## config.mk

```make
export PLATFORM = sky130hd
export DESIGN_NAME = cook_sequencer
export DESIGN_NICKNAME = d
export VERILOG_FILES = /design/src/rtl/microwave_pkg.sv /design/src/rtl/button_edge.sv /design/src/rtl/cook_sequencer.sv
export SDC_FILE = /design/constraint.sdc
export NUM_CORES = 1
export LEC_CHECK = 0
export CELL_PAD_IN_SITES_DETAIL_PLACEMENT = 0
export CELL_PAD_IN_SITES_GLOBAL_PLACEMENT = 1
export CORE_MARGIN = 4
export CORE_UTILIZATION = 25
export DETAILED_ROUTE_END_ITERATION = 8
export PLACE_DENSITY = 0.58
export RECOVER_POWER = 25
export SYNTH_ARGS = -nofsm -noshare
export SYNTH_HDL_FRONTEND = slang
export SYNTH_SLANG_ARGS = --single-unit
```

## constraint.sdc

```tcl
create_clock -name clock -period 3.3 [get_ports clock]
set_input_delay 0.66 -clock clock [delete_from_list [all_inputs] [get_ports clock]]
set_output_delay 0.66 -clock clock [all_outputs]
set_load 0.05 [all_outputs]
```

## src/rtl/microwave_pkg.sv

```systemverilog
// Shared constants and state encoding for the microwave cook sequencer.
package microwave_pkg;

  localparam int unsigned NUM_STAGES = 4;
  localparam int unsigned MAX_SECS   = 599;
  localparam int unsigned MAX_POWER  = 10;
  localparam int unsigned BEEP_SECS  = 3;

  localparam int unsigned SECS_W  = 10;
  localparam int unsigned PWR_W   = 4;
  localparam int unsigned STAGE_W = 2;
  localparam int unsigned PHASE_W = 4;
  localparam int unsigned BEEP_W  = 2;

  typedef enum logic [1:0] {
    ST_IDLE  = 2'd0,
    ST_RUN   = 2'd1,
    ST_PAUSE = 2'd2,
    ST_DONE  = 2'd3
  } state_e;

endpackage

```

## src/rtl/button_edge.sv

```systemverilog
// Registers an active-low button and flags the 1->0 transition of the
// registered level, so a held button yields a single request.
//   clock, clearn : clock and async active-low reset
//   btn_n         : raw active-low button level
//   fall_c        : one-cycle request (combinational from registers)
module button_edge (
  input  logic clock,
  input  logic clearn,
  input  logic btn_n,
  output logic fall_c
);

  logic level;
  logic level_d;

  // Two-stage capture: current registered level and its previous value.
  always_ff @(posedge clock or negedge clearn) begin
    if (!clearn) begin
      level   <= 1'b0;
      level_d <= 1'b0;
    end else begin
      level   <= btn_n;
      level_d <= level;
    end
  end

  assign fall_c = level_d & ~level;

endmodule

```

## src/rtl/cook_sequencer.sv

```systemverilog
// Multi-stage microwave cook sequencer: programmable stage table, second
// countdown per stage, power duty cycling over a 10-second phase window,
// pause/resume on door or stop, and a timed end-of-cook beep.
//   clock, clearn          : clock and async active-low reset
//   sec_tick               : one-cycle pulse per second
//   startn, stopn          : active-low buttons
//   door_closed            : 1 = door closed
//   prog_we/idx/secs/power : stage-table write port (accepted in IDLE only)
//   mag_on                 : magnetron enable (combinational, drops with door)
//   remaining, stage       : current stage countdown and index
//   busy, done             : RUN/PAUSE indicator, end-of-cook beep
module cook_sequencer
  import microwave_pkg::state_e, microwave_pkg::ST_IDLE, microwave_pkg::ST_RUN,
         microwave_pkg::ST_PAUSE, microwave_pkg::ST_DONE, microwave_pkg::SECS_W,
         microwave_pkg::PWR_W, microwave_pkg::STAGE_W, microwave_pkg::PHASE_W,
         microwave_pkg::BEEP_W, microwave_pkg::MAX_POWER, microwave_pkg::BEEP_SECS;
#(
  parameter int unsigned NUM_STAGES = microwave_pkg::NUM_STAGES,
  parameter int unsigned MAX_SECS   = microwave_pkg::MAX_SECS
) (
  input  logic               clock,
  input  logic               clearn,
  input  logic               sec_tick,
  input  logic               startn,
  input  logic               stopn,
  input  logic               door_closed,
  input  logic               prog_we,
  input  logic [STAGE_W-1:0] prog_idx,
  input  logic [SECS_W-1:0]  prog_secs,
  input  logic [PWR_W-1:0]   prog_power,
  output logic               mag_on,
  output logic [SECS_W-1:0]  remaining,
  output logic [STAGE_W-1:0] stage,
  output logic               busy,
  output logic               done
);

  localparam int unsigned TAB_DEPTH = 1 << STAGE_W;

  state_e               state, state_next;
  logic [SECS_W-1:0]    remaining_next;
  logic [STAGE_W-1:0]   stage_next;
  logic [PHASE_W-1:0]   phase, phase_next;
  logic [BEEP_W-1:0]    beep, beep_next;
  logic [SECS_W-1:0]    secs_tab [TAB_DEPTH];
  logic [PWR_W-1:0]     pwr_tab  [TAB_DEPTH];
  logic                 start_req_c, stop_req_c;
  logic                 first_ok, next_ok;
  logic [STAGE_W-1:0]   first_nz, next_nz;

  button_edge u_start (.clock(clock), .clearn(clearn), .btn_n(startn), .fall_c(start_req_c));
  button_edge u_stop  (.clock(clock), .clearn(clearn), .btn_n(stopn),  .fall_c(stop_req_c));

  // Lowest nonzero stage overall, and lowest nonzero stage above the current one.
  always_comb begin
    first_ok = 1'b0;
    first_nz = '0;
    next_ok  = 1'b0;
    next_nz  = '0;
    for (int unsigned i = 0; i < NUM_STAGES; i++) begin
      if (!first_ok && secs_tab[STAGE_W'(i)] != '0) begin
        first_ok = 1'b1;
        first_nz = STAGE_W'(i);
      end
      if (!next_ok && STAGE_W'(i) > stage && secs_tab[STAGE_W'(i)] != '0) begin
        next_ok = 1'b1;
        next_nz = STAGE_W'(i);
      end
    end
  end

  // Next-state logic; priority is stop > door open > start > sec_tick.
  always_comb begin
    state_next     = state;
    remaining_next = remaining;
    stage_next     = stage;
    phase_next     = phase;
    beep_next      = beep;
    case (state)
      ST_IDLE: begin
        if (!stop_req_c && start_req_c && door_closed && first_ok) begin
          state_next     = ST_RUN;
          remaining_next = secs_tab[first_nz];
          stage_next     = first_nz;
          phase_next     = '0;
        end
      end
      ST_RUN: begin
        if (stop_req_c || !door_closed) begin
          state_next = ST_PAUSE;
        end else if (remaining == '0) begin
          if (next_ok) begin
            remaining_next = secs_tab[next_nz];
            stage_next     = next_nz;
            phase_next     = '0;
          end else begin
            state_next = ST_DONE;
            beep_next  = '0;
          end
        end else if (sec_tick) begin
          remaining_next = remaining - 1'b1;
          phase_next     = (phase == PHASE_W'(MAX_POWER - 1)) ? '0 : phase + 1'b1;
        end
      end
      ST_PAUSE: begin
        if (stop_req_c) begin
          state_next     = ST_IDLE;
          remaining_next = '0;
          stage_next     = '0;
          phase_next     = '0;
        end else if (start_req_c && door_closed) begin
          state_next = ST_RUN;
        end
      end
      ST_DONE: begin
        if (stop_req_c) begin
          state_next = ST_IDLE;
          stage_next = '0;
          beep_next  = '0;
        end else if (sec_tick) begin
          if (beep == BEEP_W'(BEEP_SECS - 1)) begin
            state_next = ST_IDLE;
            stage_next = '0;
            beep_next  = '0;
          end else begin
            beep_next = beep + 1'b1;
          end
        end
      end
      default: state_next = ST_IDLE;
    endcase
  end

  // State, datapath and stage-table registers.
  always_ff @(posedge clock or negedge clearn) begin
    if (!clearn) begin
      state     <= ST_IDLE;
      remaining <= '0;
      stage     <= '0;
      phase     <= '0;
      beep      <= '0;
      busy      <= 1'b0;
      done      <= 1'b0;
      for (int unsigned i = 0; i < TAB_DEPTH; i++) begin
        secs_tab[STAGE_W'(i)] <= '0;
        pwr_tab[STAGE_W'(i)]  <= '0;
      end
    end else begin
      state     <= state_next;
      remaining <= remaining_next;
      stage     <= stage_next;
      phase     <= phase_next;
      beep      <= beep_next;
      busy      <= (state_next == ST_RUN) || (state_next == ST_PAUSE);
      done      <= (state_next == ST_DONE);
      if (state == ST_IDLE && prog_we) begin
        secs_tab[prog_idx] <= (prog_secs > SECS_W'(MAX_SECS)) ? SECS_W'(MAX_SECS) : prog_secs;
        pwr_tab[prog_idx]  <= (prog_power > PWR_W'(MAX_POWER)) ? PWR_W'(MAX_POWER) : prog_power;
      end
    end
  end

  // Combinational so that opening the door or resetting drops the magnetron at once.
  assign mag_on = (state == ST_RUN) & door_closed & (phase < pwr_tab[stage]);

endmodule

```

---- Word-level counts from Yosys, hierarchy flattened ----
Index checks and enable logic that the tools add are counted.
word-level totals
  bits in registers ....................... 82
  output and inout port bits .............. 15
  bits of input ports ..................... 23
cells by class
  add/sub/neg operators ................... 3
  mux-type cells .......................... 72
  reduce and logical (&&, ||, !) cells .... 37
  magnitude comparators ................... 12
  equality and inequality tests ........... 18
  bitwise gates (word level) .............. 10
operator list
  operator               count
  $mux 10                12
  $mux 2                 27
  $mux 4                 11
  $bmux 10 s2            2
  $bwmux 40              1
  $reduce_bool 10->1     4
  $pmux 10 s3            1
  $demux 10 s2           1
  $bwmux 16              1
  $logic_and 1x1->1      16
  $pmux 2 s4             2
  $ge 3x3->1 const B     4
  $ne 2x2->1 const B     6
  $ne 3x3->1 const B     4
  $not 2->3              4
  $pmux 4 s3             1
  $eq 2x2->1 const B     5
  $gt 10x10->1 const B   1
  $logic_not 10->1       1
  $mux 1                 10
  $sub 10x1->10 const B  1
  $bmux 4 s2             1
  $demux 4 s2            1
  $logic_not 1->1        8
  other kinds (19)       27

---- Depth between registers and ports, before layout ----
  word-level depth ........................ 23
  depth in mapped cells ................... 9

---- By module ----
Synthesis repeated with hierarchy kept, for this count alone.
second synthesis, totals
  cells, all modules ...................... 517
  area, all modules ....................... 4868.4 um2
by module, submodules not included
  module          seq. area each (um2)  area each (um2)  cells an instance  times used
  cook_sequencer  1951.9                4740.8           511                1
  button_edge     50.0                  63.8             3                  2

---- Worst setup path after synthesis ----
No wires, ideal clock.
  path kind ............................... reg-to-output
  from .................................... reg stage[0]
  to ...................................... out mag_on
  buffers on the path ..................... 1
  stages on the path, launching flop included .. 9
  setup slack ............................. 0.195 ns
  data required time ...................... 2.640 ns
  data arrival time ....................... 2.445 ns
  cells stage by stage .................... dfrtp_1 > buf_2 > mux4_2 > inv_1 > ha_1 > a21oi_1 > nor2b_1 > o21ai_0 > and4b_1
on the way
  word-level cells in the longest chain between the ends .. 6
RTL lines
  item                                       RTL line               text
  start, declared                            cook_sequencer.sv:33   output logic [STAGE_W-1:0] stage,
  start signal, assigned                     cook_sequencer.sv:151  stage <= stage_next;
  $not 2->3 (not written as such)            cook_sequencer.sv:164  assign mag_on = (state == ST_RUN) & door_closed & (phase < pwr_tab[stage]);
  $bmux 4 s2                                 cook_sequencer.sv:164
  $mux 4 (not written as such) (2 in a row)  cook_sequencer.sv:164
  $lt 4x4->1                                 cook_sequencer.sv:164
  $and 1x1->1                                cook_sequencer.sv:164
  end, declared                              cook_sequencer.sv:31   output logic mag_on,
Every way passes these cells. The select of a mux whose other input is x is not followed.

---- Final worst setup path ----
Ends and elaborated chain as after synthesis.

==> summary.md <==
| Metric | Value |
|---|---|
| Status | finished, violations left |
| Failing checks | max-capacitance violations, max-slew violations |
| Yosys cell types | 63 |
| Setup_tns | 0 ns |
| Critical Path AT | approximately 2.4 ns |
| Number of CTS-inserted buffers | 9 |
| Post-DP HPWL | 9880 um |
| Clock tree buffer depth | 2 |
| Startpoint types | register |
| Largest net degree at the start of global routing | between 80 and 90 |
| Leading cell types in the layout, fill and taps excluded | 92 x nand2_1, 81 x dfrtp_1, 67 x o21ai_0 |
| # DRC | 0 |
| Port Buffers | 37 |
| Worst Path Max Fanout | 9 |
| Vias/cell | 5.02 |
| Endpoint class of the critical path | primary output |
| Slew Limit Headroom | -36.3% |
| Area leader, netlist | dfrtp_1 |
| # setup viols final | 0 |
| Synth Register Bits | 82 |
| Drt first-iter violations | around 220 |
| Tcrit/Tclk final | between 90% and 100% |
| First-pass GRT wire length | ~21000 um |
| Max Clock Freq | 328 MHz |
| CP Class | reg -> out |
| Nets | between 500 and 600 |
| Total GRT Usage | 13.3% |
| CTS tree | built |
| Num ports | 38 |
| Vias in the first global route | approximately 3900 |
| Post-Syn Instances | 506 |
| Post-Route Utilization | 31.0% |
| Final GP Congestion | between 0.8 and 0.9 |
| Area growth, synth to finish | 21.3% |
| Slowest CP cell | mux4_2 |
| HP Class | reg -> reg |
| Share of cells above drive strength 1 | between 10% and 20% |
| Die area | 20600 um^2 |
| RSZ-0062 raised after global routing | no |
| VDD IR max | roughly 0.35 mV |
| Via count | slightly below 4000 |
| Filler cell count in the final layout | 1902 |
| Static Leak | 2.28 nW |
| H-tree levels | 3 |
| Critical path's largest stage delay | 0.52 ns |
| Clk pin slew, worst setup/hold paths | 0.06 ns |
| CTS root buffer | clkbuf_16 |
| DR WL/cell | 17.0 um |
| Top post-synthesis cells by area | dfrtp_1 45%, nand2_1 7.5%, o21ai_0 7.3%, a21oi_1 4.5%, ha_1 3.3% |
| Power Dens Cells | between 1000 and 1500 nW/um^2 |
| Most common cell after layout, fill and taps aside | nand2_1 |
| Hold path depth | 0 |
| Max-Cap Viols | 1 |
| Antenna Violating Nets Remaining | 0 |
| Diode count | 0 |
| Worst-Margin Slew | around 2.0 ns |
| Fin crit period | about 3 ns |
| Detailed Route WL | 13200 um |
| Setup repair bufs after CTS | 0 |
| Hold violation count in the final report | 0 |
| Die Ht | 144 um |
| Mapped Area | about 4600 um^2 |
| Die Span X | 144 um |
| Clock Skew | 0.00523 ns |
| Core Area | approximately 18000 um^2 |
| Slew Viols, Final | a little over 80 |
| Initial Util | about a quarter |
| Syn nets | 541 |
| Site row count | between 40 and 50 |
| Worst reg2reg path depth | 8 |
| Worst-path cell chain | mux4_2 > inv_1 > ha_1 > a21oi_1 > nor2b_1 > o21ai_0 > and4b_1 > buf_12 |
| Async SR Flop Fraction | 100% |
| WP data required | 2.64 ns |
| Post-synth EDFFs | 0 |
| Antenna violations before repair | 0 |
| Mean Syn Cell Area | 9.09 um^2 |
| Top-area cell type share of the netlist area | roughly 45% |
| Synth warn | 0 |
| First-pass detailed-route iteration total | 5 |
| Top_reg_cell synth | dfrtp_1 |
| CTS Hold Buffers Added | 0 |
| Skew-Pair Late Insertion Delay | 0.34 ns |
| Clock sinks | 82 |
| GR Overflow Total | 0 |
| Post-synthesis sequential area ratio | 44.6% |
-- state kept, by name, indices dropped and copies added, names as in the netlist --
signal / flops
beep: 2
u_stop.level: 1
secs_tab: 40
remaining: 10
state: 2
stage: 2
done: 1
busy: 1
u_start.level_d: 1
pwr_tab: 16
u_start.level: 1
u_stop.level_d: 1
phase: 4
-- Yosys cell counts (3+ instances only) --
| library cell | number |
|---|---|
| mux2i_1 | 5 |
| a22oi_1 | 5 |
| or4_1 | 4 |
| a21oi_2 | 4 |
| and2_1 | 3 |
| nand2_1 | 92 |
| ha_1 | 12 |
| nor2_1 | 28 |
| nor4_1 | 5 |
| nor2_2 | 4 |
| nand4_1 | 4 |
| o21ai_0 | 67 |
| a32oi_1 | 8 |
| nand3_1 | 14 |
| clkbuf_1 | 16 |
| nand3b_1 | 3 |
| xor2_1 | 4 |
| buf_2 | 3 |
| nand2b_1 | 9 |
| a221o_1 | 6 |
| mux2_2 | 9 |
| mux4_2 | 4 |
| dfrtp_1 | 82 |
| inv_1 | 11 |
| a21oi_1 | 41 |
| xnor2_1 | 3 |
| or2_2 | 3 |
| nor3_1 | 7 |
| o22a_1 | 3 |
| and4b_1 | 3 |
-- critical path: cells and delay by family, from the launching register on --
family | cells | cell delay (ns)
buffers and inverters | 2 | 0.21
flip-flops | 1 | 0.50
AND/OR/NAND/NOR | 2 | 0.32
AO/OA/AOI/OAI | 2 | 0.27
adder cells (fa/ha/maj) | 1 | 0.21
multiplexers | 1 | 0.52
-- metrics by stage --
stage                     setup slack, ns  hold slack (ns)  total power [mW]  instances  area, um^2
final                               0.248            0.384              5.66        779        5580
after global routing               0.0446            0.412              6.10        779        5580
after detailed placement            0.349            0.368              4.61        763        5260
after global placement              0.368            0.355              4.55        763        5260
after floorplan                     0.195            0.346              3.73        506        4600
after CTS                          0.0177            0.390              5.72        779        5580
-- routing by layer --
metal  up-vias  track usage, %  share of wire (%)
li1       1916               -                  -
met1      1911            18.4                 49
met2        74            20.7                 46
met3        11            1.86                3.4
met4         0            6.05                1.9
met5         -               0                  0
-- timing repair --
| action | CTS | global route |
|---|---|---|
| resized for setup | 0 | 1 |
| hold endpoints to repair | 0 | 0 |
| setup endpoints to repair | 0 | 1 |
-- power by group --
part | leakage (nW) | switching, mW | internal (mW)
Sequential | 1.03 | 0.564 | 1.45
Combinational | 1.10 | 1.55 | 1.02
Clock | 0.153 | 0.410 | 0.665
-- path summary, 6_finish.rpt --
kind | from | slack, ns | to
setup reg to reg | secs_tab[14]$_DFFE_PN0P_ | 0.41 | remaining[0]$_DFFE_PN0P_
hold / removal | u_stop.level$_DFF_PN0_ | 0.38 | u_stop.level_d$_DFF_PN0_
max in group asynchronous | clearn | 1.06 | stage[0]$_DFFE_PN0P_
hold reg to reg | u_stop.level$_DFF_PN0_ | 0.38 | u_stop.level_d$_DFF_PN0_
setup / recovery | stage[0]$_DFFE_PN0P_ | 0.25 | mag_on
min in group asynchronous | clearn | 0.90 | pwr_tab[15]$_DFFE_PN0P_
-- cell type report --
type | instances | area, um^2 | share of cell area [%]
Clock buffer | 10 | 229 | 4.10
Inverter | 12 | 45.0 | 0.807
Clock inverter | 6 | 90.1 | 1.61
Multi-Input combinational cell | 390 | 2400 | 43.1
Timing Repair Buffer | 50 | 473 | 8.47
Sequential cell | 82 | 2050 | 36.8
Tap cell | 229 | 287 | 5.13
-- kinds of logic after synthesis --
group / after synthesis / share of synthesized area (%)
buffers and inverters: 34 / 3.26
DFF: 82 / 44.6
and+or+nand+nor: 193 / 20.2
adders and majority gates: 12 / 3.26
AOI/OAI and AO/OA: 159 / 21.8
muxes: 19 / 5.57
xor gates and xnor gates: 7 / 1.33
(Power assumes the default switching activity.)
